`src/rtl/lif_cfg_pkg.sv`:
```
// Shared types and constants for the lif_neuron configuration loader:
// FSM states, status codes, P0 field layout and frame checksum helper.
package lif_cfg_pkg;

  typedef enum logic [2:0] {
    ST_IDLE,
    ST_GET_P0,
    ST_GET_P1,
    ST_GET_P2,
    ST_GET_CK,
    ST_CHECK
  } lif_state_e;

  localparam logic [1:0] ERR_OK      = 2'd0;
  localparam logic [1:0] ERR_CKSUM   = 2'd1;
  localparam logic [1:0] ERR_RANGE   = 2'd2;
  localparam logic [1:0] ERR_TIMEOUT = 2'd3;

  localparam int P0_WA_LSB = 5;
  localparam int P0_WA_W   = 3;
  localparam int P0_WB_LSB = 2;
  localparam int P0_WB_W   = 3;
  localparam int P0_LK_LSB = 0;
  localparam int P0_LK_W   = 2;

  localparam logic [7:0] DEF_HEADER = 8'hA5;

  typedef struct packed {
    logic [P0_WA_W-1:0] weight_a;
    logic [P0_WB_W-1:0] weight_b;
    logic [P0_LK_W-1:0] leak_config;
    logic [7:0]         threshold_min;
    logic [7:0]         threshold_max;
  } lif_cfg_t;

  function automatic logic [7:0] frame_cksum(input logic [7:0] hdr, input logic [7:0] p0,
                                             input logic [7:0] p1, input logic [7:0] p2);
    return hdr ^ p0 ^ p1 ^ p2;
  endfunction

  function automatic lif_cfg_t unpack_cfg(input logic [7:0] p0, input logic [7:0] p1,
                                          input logic [7:0] p2);
    lif_cfg_t c;
    c.weight_a      = p0[P0_WA_LSB +: P0_WA_W];
    c.weight_b      = p0[P0_WB_LSB +: P0_WB_W];
    c.leak_config   = p0[P0_LK_LSB +: P0_LK_W];
    c.threshold_min = p1;
    c.threshold_max = p2;
    return c;
  endfunction

endpackage

```
`src/rtl/lif_cfg_timeout.sv`:
```
// Inter-byte idle counter; expired fires on the cycle the count would reach
// TIMEOUT, unless that same cycle carries a clear (a byte transfer).
module lif_cfg_timeout #(
  parameter int unsigned TIMEOUT = 16
) (
  input  logic clk,
  input  logic rst_n,
  input  logic clr,
  input  logic en,
  output logic expired
);

  localparam int CW = $clog2(TIMEOUT + 1);
  localparam logic [CW-1:0] LAST = CW'(TIMEOUT - 1);

  logic [CW-1:0] cnt_q, cnt_d;

  assign expired = en && !clr && (cnt_q == LAST);

  always_comb begin
    cnt_d = cnt_q;
    if (clr || expired) cnt_d = '0;
    else if (en)        cnt_d = cnt_q + CW'(1);
  end

  always_ff @(posedge clk or negedge rst_n) begin
    if (!rst_n) cnt_q <= '0;
    else        cnt_q <= cnt_d;
  end

endmodule

```
`src/rtl/lif_param_loader.sv`:
```
// Byte-serial framed parameter loader for lif_neuron: captures a 5-byte frame
// into shadows, validates it in a single CHECK cycle and commits atomically.
module lif_param_loader
  import lif_cfg_pkg::*;
#(
  parameter logic [7:0]  HEADER      = DEF_HEADER,
  parameter int unsigned TIMEOUT     = 16,
  parameter logic [7:0]  DEF_THR_MIN = 8'd20,
  parameter logic [7:0]  DEF_THR_MAX = 8'd200
) (
  input  logic       clk,
  input  logic       reset,
  input  logic [7:0] din,
  input  logic       din_valid,
  output logic       din_ready,
  output logic [2:0] weight_a,
  output logic [2:0] weight_b,
  output logic [1:0] leak_config,
  output logic [7:0] threshold_min,
  output logic [7:0] threshold_max,
  output logic       params_ready,
  output logic       cfg_update,
  output logic [1:0] err_code
);

  localparam lif_cfg_t CFG_RST = '{
    weight_a:      '0,
    weight_b:      '0,
    leak_config:   '0,
    threshold_min: DEF_THR_MIN,
    threshold_max: DEF_THR_MAX
  };

  lif_state_e state_q, state_d;
  logic [7:0] sh_p0_q, sh_p0_d, sh_p1_q, sh_p1_d;
  logic [7:0] sh_p2_q, sh_p2_d, sh_ck_q, sh_ck_d;
  lif_cfg_t   cfg_q, cfg_d;
  logic       params_ready_q, params_ready_d;
  logic       cfg_update_q, cfg_update_d;
  logic [1:0] err_q, err_d;
  logic       din_ready_q, din_ready_d;

  logic xfer, in_frame, tmo;

  assign xfer     = din_valid && din_ready_q;
  assign in_frame = (state_q == ST_GET_P0) || (state_q == ST_GET_P1) ||
                    (state_q == ST_GET_P2) || (state_q == ST_GET_CK);

  lif_cfg_timeout #(.TIMEOUT(TIMEOUT)) u_tmo (
    .clk     (clk),
    .rst_n   (reset),
    .clr     (xfer || !in_frame),
    .en      (in_frame),
    .expired (tmo)
  );

  always_comb begin
    state_d        = state_q;
    sh_p0_d        = sh_p0_q;
    sh_p1_d        = sh_p1_q;
    sh_p2_d        = sh_p2_q;
    sh_ck_d        = sh_ck_q;
    cfg_d          = cfg_q;
    params_ready_d = params_ready_q;
    cfg_update_d   = 1'b0;
    err_d          = err_q;

    case (state_q)
      ST_IDLE: begin
        if (xfer && din == HEADER) begin
          state_d = ST_GET_P0;
          err_d   = ERR_OK;
        end
      end
      ST_GET_P0, ST_GET_P1, ST_GET_P2, ST_GET_CK: begin
        if (xfer) begin
          case (state_q)
            ST_GET_P0: begin sh_p0_d = din; state_d = ST_GET_P1; end
            ST_GET_P1: begin sh_p1_d = din; state_d = ST_GET_P2; end
            ST_GET_P2: begin sh_p2_d = din; state_d = ST_GET_CK; end
            default:   begin sh_ck_d = din; state_d = ST_CHECK;  end
          endcase
        end else if (tmo) begin
          state_d = ST_IDLE;
          err_d   = ERR_TIMEOUT;
          sh_p0_d = '0;
          sh_p1_d = '0;
          sh_p2_d = '0;
          sh_ck_d = '0;
        end
      end
      ST_CHECK: begin
        state_d = ST_IDLE;
        if (sh_ck_q != frame_cksum(HEADER, sh_p0_q, sh_p1_q, sh_p2_q)) begin
          err_d = ERR_CKSUM;
        end else if (sh_p1_q > sh_p2_q) begin
          err_d = ERR_RANGE;
        end else begin
          cfg_d          = unpack_cfg(sh_p0_q, sh_p1_q, sh_p2_q);
          params_ready_d = 1'b1;
          cfg_update_d   = 1'b1;
        end
      end
      default: state_d = ST_IDLE;
    endcase
  end

  // Registered from the next state so the CHECK cycle sees ready low with no
  // path from din_valid.
  assign din_ready_d = (state_d != ST_CHECK);

  always_ff @(posedge clk or negedge reset) begin
    if (!reset) begin
      state_q        <= ST_IDLE;
      sh_p0_q        <= '0;
      sh_p1_q        <= '0;
      sh_p2_q        <= '0;
      sh_ck_q        <= '0;
      cfg_q          <= CFG_RST;
      params_ready_q <= 1'b0;
      cfg_update_q   <= 1'b0;
      err_q          <= ERR_OK;
      din_ready_q    <= 1'b0;
    end else begin
      state_q        <= state_d;
      sh_p0_q        <= sh_p0_d;
      sh_p1_q        <= sh_p1_d;
      sh_p2_q        <= sh_p2_d;
      sh_ck_q        <= sh_ck_d;
      cfg_q          <= cfg_d;
      params_ready_q <= params_ready_d;
      cfg_update_q   <= cfg_update_d;
      err_q          <= err_d;
      din_ready_q    <= din_ready_d;
    end
  end

  assign din_ready     = din_ready_q;
  assign weight_a      = cfg_q.weight_a;
  assign weight_b      = cfg_q.weight_b;
  assign leak_config   = cfg_q.leak_config;
  assign threshold_min = cfg_q.threshold_min;
  assign threshold_max = cfg_q.threshold_max;
  assign params_ready  = params_ready_q;
  assign cfg_update    = cfg_update_q;
  assign err_code      = err_q;

endmodule
```
`config.mk`:
```
export PLATFORM = sky130hd
export DESIGN_NAME = lif_param_loader
export DESIGN_NICKNAME = d
export VERILOG_FILES = /design/src/rtl/lif_cfg_pkg.sv /design/src/rtl/lif_cfg_timeout.sv /design/src/rtl/lif_param_loader.sv
export SDC_FILE = /design/constraint.sdc
export NUM_CORES = 1
export LEC_CHECK = 0
export BUFFER_PORTS_ARGS = -buffer_cell sky130_fd_sc_hd__buf_2
export CORE_MARGIN = 4
export CORE_UTILIZATION = 57
export DETAILED_ROUTE_END_ITERATION = 10
export GPL_ROUTABILITY_DRIVEN = 0
export PLACE_DENSITY_LB_ADDON = 0.12
export SYNTH_ARGS = -nofsm -noshare
export SYNTH_HDL_FRONTEND = slang
export SYNTH_SLANG_ARGS = --single-unit
```
`constraint.sdc`:
```
create_clock -name clk -period 3.4 [get_ports clk]
set_clock_uncertainty 0.2 [all_clocks]
set_input_delay 0.34 -clock clk [delete_from_list [all_inputs] [get_ports clk]]
set_output_delay 0.34 -clock clk [all_outputs]
set_load 0.05 [all_outputs]
```
==> results.md, run 1 <==
* Async set-reset flop share out of synthesis at 100%
* Gate power share at 33.1%
* Final setup viols at 0
* Vias per std cell at 5.59
* Highest clock rate at 348 MHz
* Slew @ Worst Pin at 908 ps
* Hold Path End: u_tmo.cnt_q[0]
* Delay-heaviest family, CP: simple AND/OR/NAND/NOR gates
* Worst Hold Class: register to register
* RSZ-0062 raised after global routing: false
* Leak at 0.00193 uW
* Worst-path clk slew at 70 ps
* Layout cell share with drive strength beyond 1 at 39.0%
* Crit start category: register
* Clock Sinks at 69
* Post-synth top area share at 47.1%
* Pint at 1690 uW
* WP buf/inv at 1
* Yosys reg bits at 69
* Ys flop type: dfrtp_1
* Hold Path Stages at 1
* Rows at 27
* Clock Tree Root: clkbuf_8
* WP data arrival at 2900 ps
* Clock Tree Buf Depth at 2
* Area leader, netlist: dfrtp_1
* Pwr Total at 2570 uW
* R2r setup slk at 520 ps
* Vias in the first global route at 2221
* Top Ports at 40
* Mean Syn Cell Area at 12.7 um2
* EDFF count, synth at 0
* Crit Reg-Reg Startpoint: sh_p2_q[1]
* Crit. End Element: register
* CP required at 3420 ps
* DRC errors left at 0
* Min cycle time layout at 2880 ps
* Synthesized area at 3400 um2
* Max_cap viols at 0
* Die width at 85.3 um
* I/O Buffers at 39
* Reg2reg end: weight_a[1]
* Diodes inserted at 0
* Most frequent cells after synthesis: dfrtp_1, mux2_2, xnor2_1
* Largest net degree at the start of global routing at 30
* Final hold vios at 0
* Via count at 2151
* DR WL/cell at 17.2 um
* Grt ovf at 0
* 1st-pass router iterations at 5
* Crit path cell chain: inv_1 > ha_1 > nor2b_4 > o211ai_2 > a21oi_1 > o31a_1 > or4_4 > mux2_4
* Core area at 5640 um2
* Starting density of the core at 60.3%
* Slowest CP cell: or4_4
* Seq/Total Area, Yosys at 50.9%
* Final Max Slew Viols at 0
* Net Count, Synth at 288
* Worst-Skew Late Latency at 340 ps
* Tot GR Track Use at 19.6%
* Die Y-Extent at 85.3 um
* PostCTS Resize Cnt at 0
* Ys Warns at 0
* Slew headroom at 39.0%
* CP Class: register to register
* NetSw at 885 uW
* First-pass GRT wire length at 11.0 mm
* Critical path peak fanout at 26
* Sw Share at 34.4%
* HPWL after DPL at 4.73 mm
* Post-layout util at 67.7%
* Area growth syn-to-layout at 12.2%
* Detailed Route WL at 6.63 mm
* Initial antenna violation count at 0
* CTS Buf Count at 9
* Setup TNS at 0 ps
* # Post-CTS Setup Buffers at 0
* Post-Syn Instances at 267
* Fin crit share at 84.6%
* Peak per-stage delay on the critical path at 790 ps
* Length in cells of the worst reg-to-reg path at 8
* Iteration-0 DRC Markers at 87
* CTS H-Tree Depth at 3
* Post-DRT Antenna Nets at 0
* Distinct cells, synth at 42
* Count leader, synth: dfrtp_1
* Pwr Density at 674 nW/um2
* Die Footprint at 7270 um2
* Nets at 331
* Min-delay src: u_tmo.cnt_q[0]
* Top cells by area, synth: dfrtp_1, mux2_2, mux2_4
* Reg power frac at 44.2%
* CTS tree: yes
* Clock group share of total power at 22.7%
* Outcome: finished, final reports clean
* Peak VDD IR at 0.400 mV
## worst max path at each step
stage                    start          endpoint  slack, ps  depth (start not counted)
floorplan           sh_p1_q[1]  threshold_max[0]        700                          9
global placement    sh_p2_q[1]  threshold_min[1]        580                          8
detailed placement  sh_p2_q[1]       weight_a[1]        530                          8
CTS                 sh_p2_q[1]       weight_b[2]        520                          8
global route        sh_p2_q[5]  threshold_max[1]        390                          7
finish              sh_p2_q[1]       weight_a[1]        520                          8
## cell usage in the layout (no fill, tap or decap), drive strengths merged, types with 2 or more instances in the layout
cell,instances
a21oi,8
buf,41
inv,11
a31oi,3
dfstp,5
xnor2,20
nor2b,2
or3,2
nand2b,4
nand4,4
nand3,3
o21bai,2
o22ai,4
mux2,55
o22a,2
and3,10
xor2,7
o21ai,5
dfrtp,64
nor2,14
clkinv,2
ha,10
nand2,7
clkbuf,12
## cell families after synthesis
logic type / after synthesis / share of synthesized area (%)
AOI/OAI and AO/OA: 31 / 6.40
xor gates and xnor gates: 27 / 6.95
adders and majority gates: 10 / 3.68
buffers and inverters: 21 / 2.98
DFF: 69 / 50.9
muxes: 55 / 20.2
and+or+nand+nor: 54 / 8.90
## what timing repair did
item | 4_1_cts | 5_1_grt
endpoints found under the setup margin | 0 | 0
hold buffers | 1 | 0
hold endpoints to repair | 24 | 0
## stage by stage
step | worst slack [ps] | hold slack, ps | cells | cell area (um2)
final | 524 | 259 | 385 | 3820
after global routing | 387 | 278 | 385 | 3820
after CTS | 524 | 250 | 385 | 3820
after detailed placement | 526 | 187 | 370 | 3640
after global placement | 583 | 191 | 370 | 3640
after floorplan | 700 | -156 | 267 | 3400
## layer usage
metal  global-route usage (%)  share of wire [%]  wire length [um]  vias to the layer above
li1                         -                  -                 -                     1023
met1                     26.2                 46              3070                     1054
met2                     30.8                 47              3130                       56
met3                     4.17                4.2               281                       18
met4                     8.78                2.2               148                        0
met5                        0                  0                 0                        -
## power groups by stage
stage / registers [uW] / clock network (uW) / logic [uW]
6_report: 1140 / 585 / 851
5_1_grt: 1160 / 631 / 951
4_1_cts: 1140 / 595 / 855
3_5_place_dp: 1150 / 0 / 845
3_3_place_gp: 1150 / 0 / 826
2_1_floorplan: 1090 / 0 / 711
## cell type report
cell class / instances / area (um2)
Multi-Input combinational cell: 177 / 1570
Fill cell: 438 / 1820
Tap cell: 72 / 90.1
Sequential cell: 69 / 1730
Inverter: 11 / 41.3
Timing Repair Buffer: 42 / 220
Clock inverter: 2 / 10.0
Clock buffer: 12 / 155
## registers in the layout (all words and copies together) (netlist names)
register,cells
sh_ck_q,8
err_code,2
threshold_max,8
sh_p2_q,8
cfg_update,1
threshold_min,8
din_ready,1
sh_p1_q,8
sh_p0_q,8
weight_b,3
state_q,3
params_ready,1
weight_a,3
leak_config,2
u_tmo.cnt_q,5
## worst register-to-register path: cells and delay by family, from the launching register on
kind	cells	cell delay, ps
AOI/OAI and AO/OA	3	470
adders and majority gates	1	290
buffers and inverters	1	70
DFF	1	410
muxes	1	400
and+or+nand+nor	2	920
Note: power is estimated with default switching activity, not from simulation.
==> run 2, diff against run 1 <==
CORE_UTILIZATION = 52   (was 57)
clock period = 2.4 ns   (was 3.4 ns; I/O delays follow)
==> run 2 against run 1 <==
Net effect: the flow now finishes with violations (setup timing); largest cell class unchanged; fmax grew 10%; hold slack worse by 100 ps; cell area up 13%; setup slack worse by 730 ps; via count increased by 9.8%; flip-flop and latch count unchanged; power up 69%; utilization grew 0.27 points; highest routed layer unchanged; combinational power grew 100%; sequential power up 34%; first-iteration DRC count fell by 31%.
==> results.md, run 2 (synthesis gave the netlist of run 1 again) <==
* Core area at 6350 um2 (+13%)
* Largest net degree at the start of global routing at 70 (+130%)
* Clock Sinks at 69 (unchanged)
* Reg power frac at 35.2% (-9.0 points)
* CP Class: register to register
* Clock Tree Buf Depth at 2 (unchanged)
* Layout cell share with drive strength beyond 1 at 48.7% (+9.8 points)
* Gate power share at 39.1% (+6.0 points)
* Hold Path Stages at 3 (+2)
* I/O Buffers at 39 (unchanged)
* Vias per std cell at 5.47 (-2.1%)
* NetSw at 1440 uW (+63%)
* Placed cell count at 412 (+11%)
* Pint at 2900 uW (+72%)
* Grt ovf at 0 (unchanged)
* Sw Share at 33.2% (-1.1 points)
* RSZ-0062 raised after global routing: true
* Worst Hold Class: input pin to register
* Starting density of the core at 53.6% (-6.7 points)
* Setup ws final at -204 ps (-728 ps)
* Highest clock rate at 384 MHz (+10%)
* Slew @ Worst Pin at 403 ps (-506 ps)
* Slowest CP cell: or4_4
* DR WL/cell at 16.7 um (-2.7%)
* Failing checks: setup timing
* Rows at 29 (+7.4%)
* Worst-Skew Late Latency at 340 ps (about the same)
* Crit Reg-Reg Startpoint: sh_p2_q[1]
* Detailed Route WL at 7.23 mm (+9.1%)
* Final hold vios at 0 (unchanged)
* Post-DRT Antenna Nets at 0 (unchanged)
* Stages on the worst setup path at 9 (+1)
* Area of the multi-input gates at 1630 um2 (+4.1%)
* Max_cap viols at 0 (unchanged)
* Commonest non-fill, non-tap cell in the layout: dfrtp_1
* Fillers at 471 (+7.5%)
* CTS tree: yes
* DRC errors left at 0 (unchanged)
* Diodes inserted at 0 (unchanged)
* Die Footprint at 7900 um2 (+8.7%)
* Clock Tree Root: clkbuf_8
* Peak VDD IR at 0.596 mV (+49%)
* First-pass GRT wire length at 11.8 mm (+6.8%)
* Hold Path End: state_q[2]
* Fin crit share at 109% (+24 points)
* CTS Buf Count at 9 (unchanged)
* Crit. End Element: register
* Die Y-Extent at 88.9 um (+4.3%)
* Final Max Slew Viols at 0 (unchanged)
* Outcome: complete, but fails checks
* Vias in the first global route at 2346 (+5.6%)
* Final setup viols at 25 (+25)
* Critical path peak fanout at 16 (-38%)
* Worst-path clk slew at 80 ps (about the same)
* HPWL after DPL at 5.06 mm (+6.9%)
* Min cycle time layout at 2600 ps (-272 ps)
* Nets at 371 (+12%)
* Min-delay src: din_valid
* Register area at 1730 um2 (unchanged)
* Pwr Density at 1010 nW/um2 (+49%)
* Reg2reg end: threshold_min[7]
* Area growth syn-to-layout at 26.8%
* Final non-filler cell total at 432 (+12%)
* Initial antenna violation count at 0 (unchanged)
* Leak at 0.00220 uW (+14%)
* 1st-pass router iterations at 4 (-1)
* Delay-heaviest family, CP: simple AND/OR/NAND/NOR gates
* WP buf/inv at 2 (+1)
* Commonest cells after routing, fill and taps aside: dfrtp_1, buf_2, mux2_2, buf_4, xnor2_1
* Top Ports at 40 (unchanged)
* Slew headroom at 73.2% (+34 points)
* Crit path cell chain: inv_1 > ha_1 > nor2b_4 > o211ai_2 > a21oi_1 > o31a_1 > or4_4 > buf_12 > mux2_4
* Length in cells of the worst reg-to-reg path at 9 (+1)
* Post-placement setup slack at -193 ps (-718 ps)
* Via count at 2362 (+9.8%)
* Peak per-stage delay on the critical path at 460 ps (-330 ps)
* WP data arrival at 2630 ps (-270 ps)
* Clock group share of total power at 25.7% (+3.0 points)
* Crit start category: register
* CP required at 2430 ps (-990 ps)
* Tot GR Track Use at 20.1% (+0.45 points)
* Iteration-0 DRC Markers at 60 (-31%)
* CTS H-Tree Depth at 3 (unchanged)
* Die width at 88.9 um (+4.3%)
* R2r setup slk at -200 ps (-730 ps)
run 2: changes by cell type in the layout (fill, tap and decap cells not counted), sizes merged:
cell / delta
clkinv: -1
clkbuf: -1
bufinv: +2
inv: +1
buf: +40
clkinvlp: +1
run 2: what timing repair did:
item,CTS,global route
setup buffers,0,4
endpoints found under the setup margin,41,59
gates resized for setup,6,8
hold buffers,1,0
endpoints found under the hold margin,64,0
pin swaps,1,5
run 2: tightest hold or removal path, stage by stage:
cell and delay, ps:
buf_2 170, nand3_1 130, o22ai_1 100
run 2: metrics by stage:
| stage | area (um2) | util [%] | TNS [ps] | total power, uW | hold slack [ps] |
|---|---|---|---|---|---|
| 2_1_floorplan | 3410 | - | -4880 | 2550 | -256 |
| 3_3_place_gp | 3970 | 62.4 | -3710 | 3100 | 94.5 |
| 3_5_place_dp | 3970 | 62.4 | -4250 | 3140 | 88.5 |
| 4_1_cts | 4240 | 66.8 | -4410 | 4290 | 128 |
| 5_1_grt | 4320 | 68.0 | -5820 | 4610 | 145 |
| 6_report | 4320 | 68.0 | -4180 | 4340 | 154 |
run 2: how the worst max path moves through the flow:
stage	from	slack, ps	to
6_report	sh_p2_q[1]	-200	threshold_min[7]
5_1_grt	sh_p2_q[1]	-270	threshold_max[2]
3_5_place_dp	sh_p2_q[1]	-190	threshold_min[7]
4_1_cts	sh_p2_q[1]	-210	threshold_min[7]
3_3_place_gp	sh_p2_q[1]	-170	threshold_max[2]
2_1_floorplan	sh_p2_q[1]	-250	threshold_max[0]
run 2: metal layers:
layer,track usage (%),wire [um]
met3,4.33,287
met1,26.8,3330
met4,9.48,145
met2,31.4,3470
met5,0,0
run 2: area by class of cell:
type	instances	share of cell area, %
Clock buffer	11	3.51
Clock inverter	5	1.88
Inverter	11	0.957
Multi-Input combinational cell	177	37.9
Sequential cell	69	40.2
Tap cell	77	2.23
Timing Repair Buffer	82	13.4
run 2: power by group through the flow:
stage | combinational [uW] | sequential [uW] | clock (uW)
2_1_floorplan | 1010 | 1540 | 0
3_3_place_gp | 1560 | 1540 | 0
3_5_place_dp | 1590 | 1550 | 0
4_1_cts | 1630 | 1530 | 1130
5_1_grt | 1860 | 1560 | 1180
6_report | 1700 | 1530 | 1110
==> run 3, diff against run 2 <==
CTS_BUF_LIST = sky130_fd_sc_hd__clkbuf_16   (was unset)
CTS_CLUSTER_DIAMETER = 200   (was unset)
SKIP_LAST_GASP = 1   (was unset)
==> run 3 against run 2 <==
Net effect: the run still ends with setup timing left; register-to-register slack hardly changed; global-route usage up 0.30 points; first-iteration DRC count up 43%; combinational power about the same; hold slack better by 21 ps; setup slack worse by 6.1 ps; sequential share of layout area shrank 0.98 points; utilization rose by 1.7 points; sequential power about the same; clock-buffer cell count down 2; fmax shrank 0.23%; critical path depth unchanged; largest cell class unchanged.
==> results.md, run 3 (synthesis gave the netlist of run 1 again) <==
* Length in cells of the worst reg-to-reg path at 9 (unchanged)
* Hold Path Stages at 3 (unchanged)
* Min cycle time layout at 2610 ps (+6.09 ps)
* Die Y-Extent at 88.9 um (unchanged)
* Leak at 0.00224 uW (+1.9%)
* Slew headroom at 71.0% (-2.1 points)
* Post-DRT Antenna Nets at 0 (unchanged)
* Commonest cells after routing, fill and taps aside: dfrtp_1, buf_2, mux2_2, buf_4, xnor2_1
* Post-layout util at 69.7% (+1.7 points)
* Iteration-0 DRC Markers at 86 (+43%)
* Fin crit share at 109% (+0.25 points)
* Final setup viols at 25 (unchanged)
* Highest clock rate at 383 MHz (-0.23%)
* Diodes inserted at 0 (unchanged)
* Core area at 6350 um2 (unchanged)
* Starting density of the core at 53.6% (unchanged)
* Pwr Total at 4680 uW (+7.7%)
* R2r setup slk at -210 ps (about the same)
* Met1 Usage GRT at 27.1% (+0.33 points)
* Met3 usage at 3.87% (-0.46 points)
* Outcome: complete, but fails checks
* Commonest non-fill, non-tap cell in the layout: dfrtp_1
* First-pass GRT wire length at 12.0 mm (+1.5%)
* Initial antenna violation count at 0 (unchanged)
* Vias in the first global route at 2397 (+2.2%)
* CTS tree: yes
* CP required at 2410 ps (-20 ps)
* Layout cell share with drive strength beyond 1 at 48.6% (-0.14 points)
* Worst-Skew Late Latency at 330 ps (about the same)
* Reg2reg end: threshold_min[7]
* Max_cap viols at 0 (unchanged)
* Worst-path clk slew at 60 ps (-20 ps)
* RSZ-0062 raised after global routing: true
* Final hold vios at 0 (unchanged)
* CTS H-Tree Depth at 3 (unchanged)
* CTS Buf Count at 9 (unchanged)
* Critical path peak fanout at 16 (unchanged)
* Tot GR Track Use at 20.4% (+0.30 points)
* Clock Sinks at 69 (unchanged)
* I/O Buffers at 39 (unchanged)
* DRC errors left at 0 (unchanged)
* Vias per std cell at 5.51 (+0.74%)
* Pwr Density at 1060 nW/um2 (+5.1%)
* Most used routing layer: met2
* Clock Tree Buf Depth at 2 (unchanged)
* Crit. End Element: register
* Die width at 88.9 um (unchanged)
* Placed cell count at 412 (unchanged)
* Peak VDD IR at 0.791 mV (+33%)
* Die Footprint at 7900 um2 (unchanged)
* Hold Path End: state_q[2]
* Met2 usage at 32.1% (+0.74 points)
* Dpl cell area at 3970 um2 (unchanged)
* Fillers at 445 (-5.5%)
* WP data arrival at 2620 ps (about the same)
* Min Hold Slack at 175 ps (+21.3 ps)
* Largest net degree at the start of global routing at 70 (unchanged)
* Nets at 372 (+0.27%)
* Final non-filler cell total at 433 (+0.23%)
* Design area at 4420 um2 (+2.5%)
* Detailed Route WL at 7.53 mm (+4.1%)
* Crit Reg-Reg Startpoint: sh_p2_q[1]
* Clock Tree Root: clkbuf_16
* DR WL/cell at 17.4 um (+3.8%)
* Worst Hold Class: input pin to register
* CP Class: register to register
* Rows at 29 (unchanged)
* HPWL after DPL at 5.06 mm (unchanged)
* Grt ovf at 0 (unchanged)
* Crit start category: register
* 1st-pass router iterations at 4 (unchanged)
* Area growth syn-to-layout at 30.0%
* Min-delay src: din_valid
* Via count at 2385 (+0.97%)
* Top Ports at 40 (unchanged)
* Setup ws final at -210 ps (-6.09 ps)
* Slew @ Worst Pin at 435 ps (+31.9 ps)
* Failing checks: setup timing
* Final Max Slew Viols at 0 (unchanged)
[run 3: cell count changes in the layout (fill, tap and decap cells not counted), sizes merged]
cell    before  now
clkinv       1    3
o22ai        4    5
clkbuf      11    9
[run 3: worst max-delay path by stage]
| stage | depth (start not counted) | end | slack, ps | start |
|---|---|---|---|---|
| 2_1_floorplan | 10 | threshold_max[0] | -250 | sh_p2_q[1] |
| 3_3_place_gp | 9 | threshold_max[2] | -170 | sh_p2_q[1] |
| 3_5_place_dp | 9 | threshold_min[7] | -190 | sh_p2_q[1] |
| 4_1_cts | 9 | threshold_min[7] | -210 | sh_p2_q[1] |
| 5_1_grt | 9 | threshold_min[7] | -260 | sh_p2_q[1] |
| 6_report | 9 | threshold_min[7] | -210 | sh_p2_q[1] |
[run 3: repair_timing]
item,4_1_cts,5_1_grt
setup buffers,0,4
endpoints found under the hold margin,64,0
setup endpoints to repair,40,58
pin swaps,0,5
gates resized for setup,5,11
gates cloned,0,1
hold buffers,1,0
[run 3: critical path: stages, from the launching register on]
cell      delay [ps]
dfrtp_1          340
inv_1             50
ha_1             300
nor2b_4          130
o211ai_2         120
a21oi_1           80
o31a_1           310
or4_4            470
buf_12           190
mux2_4           300
[run 3: area by class of cell]
cell class              instances  area, um2  share of cell area, %
flip-flops and latches         69       1730                   39.2
well taps                      77       96.3                   2.18
clock buffers                   9        225                   5.09
multi-input cells             178       1660                   37.5
clock inverters                 7       88.8                   2.01
inverters                      11       41.3                  0.934
repair buffers                 82        578                   13.1
[run 3: through the flow]
step	setup TNS, ps	setup WS [ps]
finish	-4320	-210
global route	-5900	-256
CTS	-4420	-207
detailed placement	-4250	-193
global placement	-3710	-169
floorplan	-4880	-247
[run 3: where the power goes]
group / internal (uW) / total [uW] / switching [uW]
clock: 904 / 1410 / 509
sequential: 1370 / 1540 / 173
combinational: 896 / 1730 / 831
total: 3170 / 4680 / 1510
[run 3: layer usage]
layer / up-vias / wire length [um]
li1: 1118 / -
met2: 59 / 3720
met1: 1192 / 3340
met4: 0 / 161
met5: - / 0
met3: 16 / 306
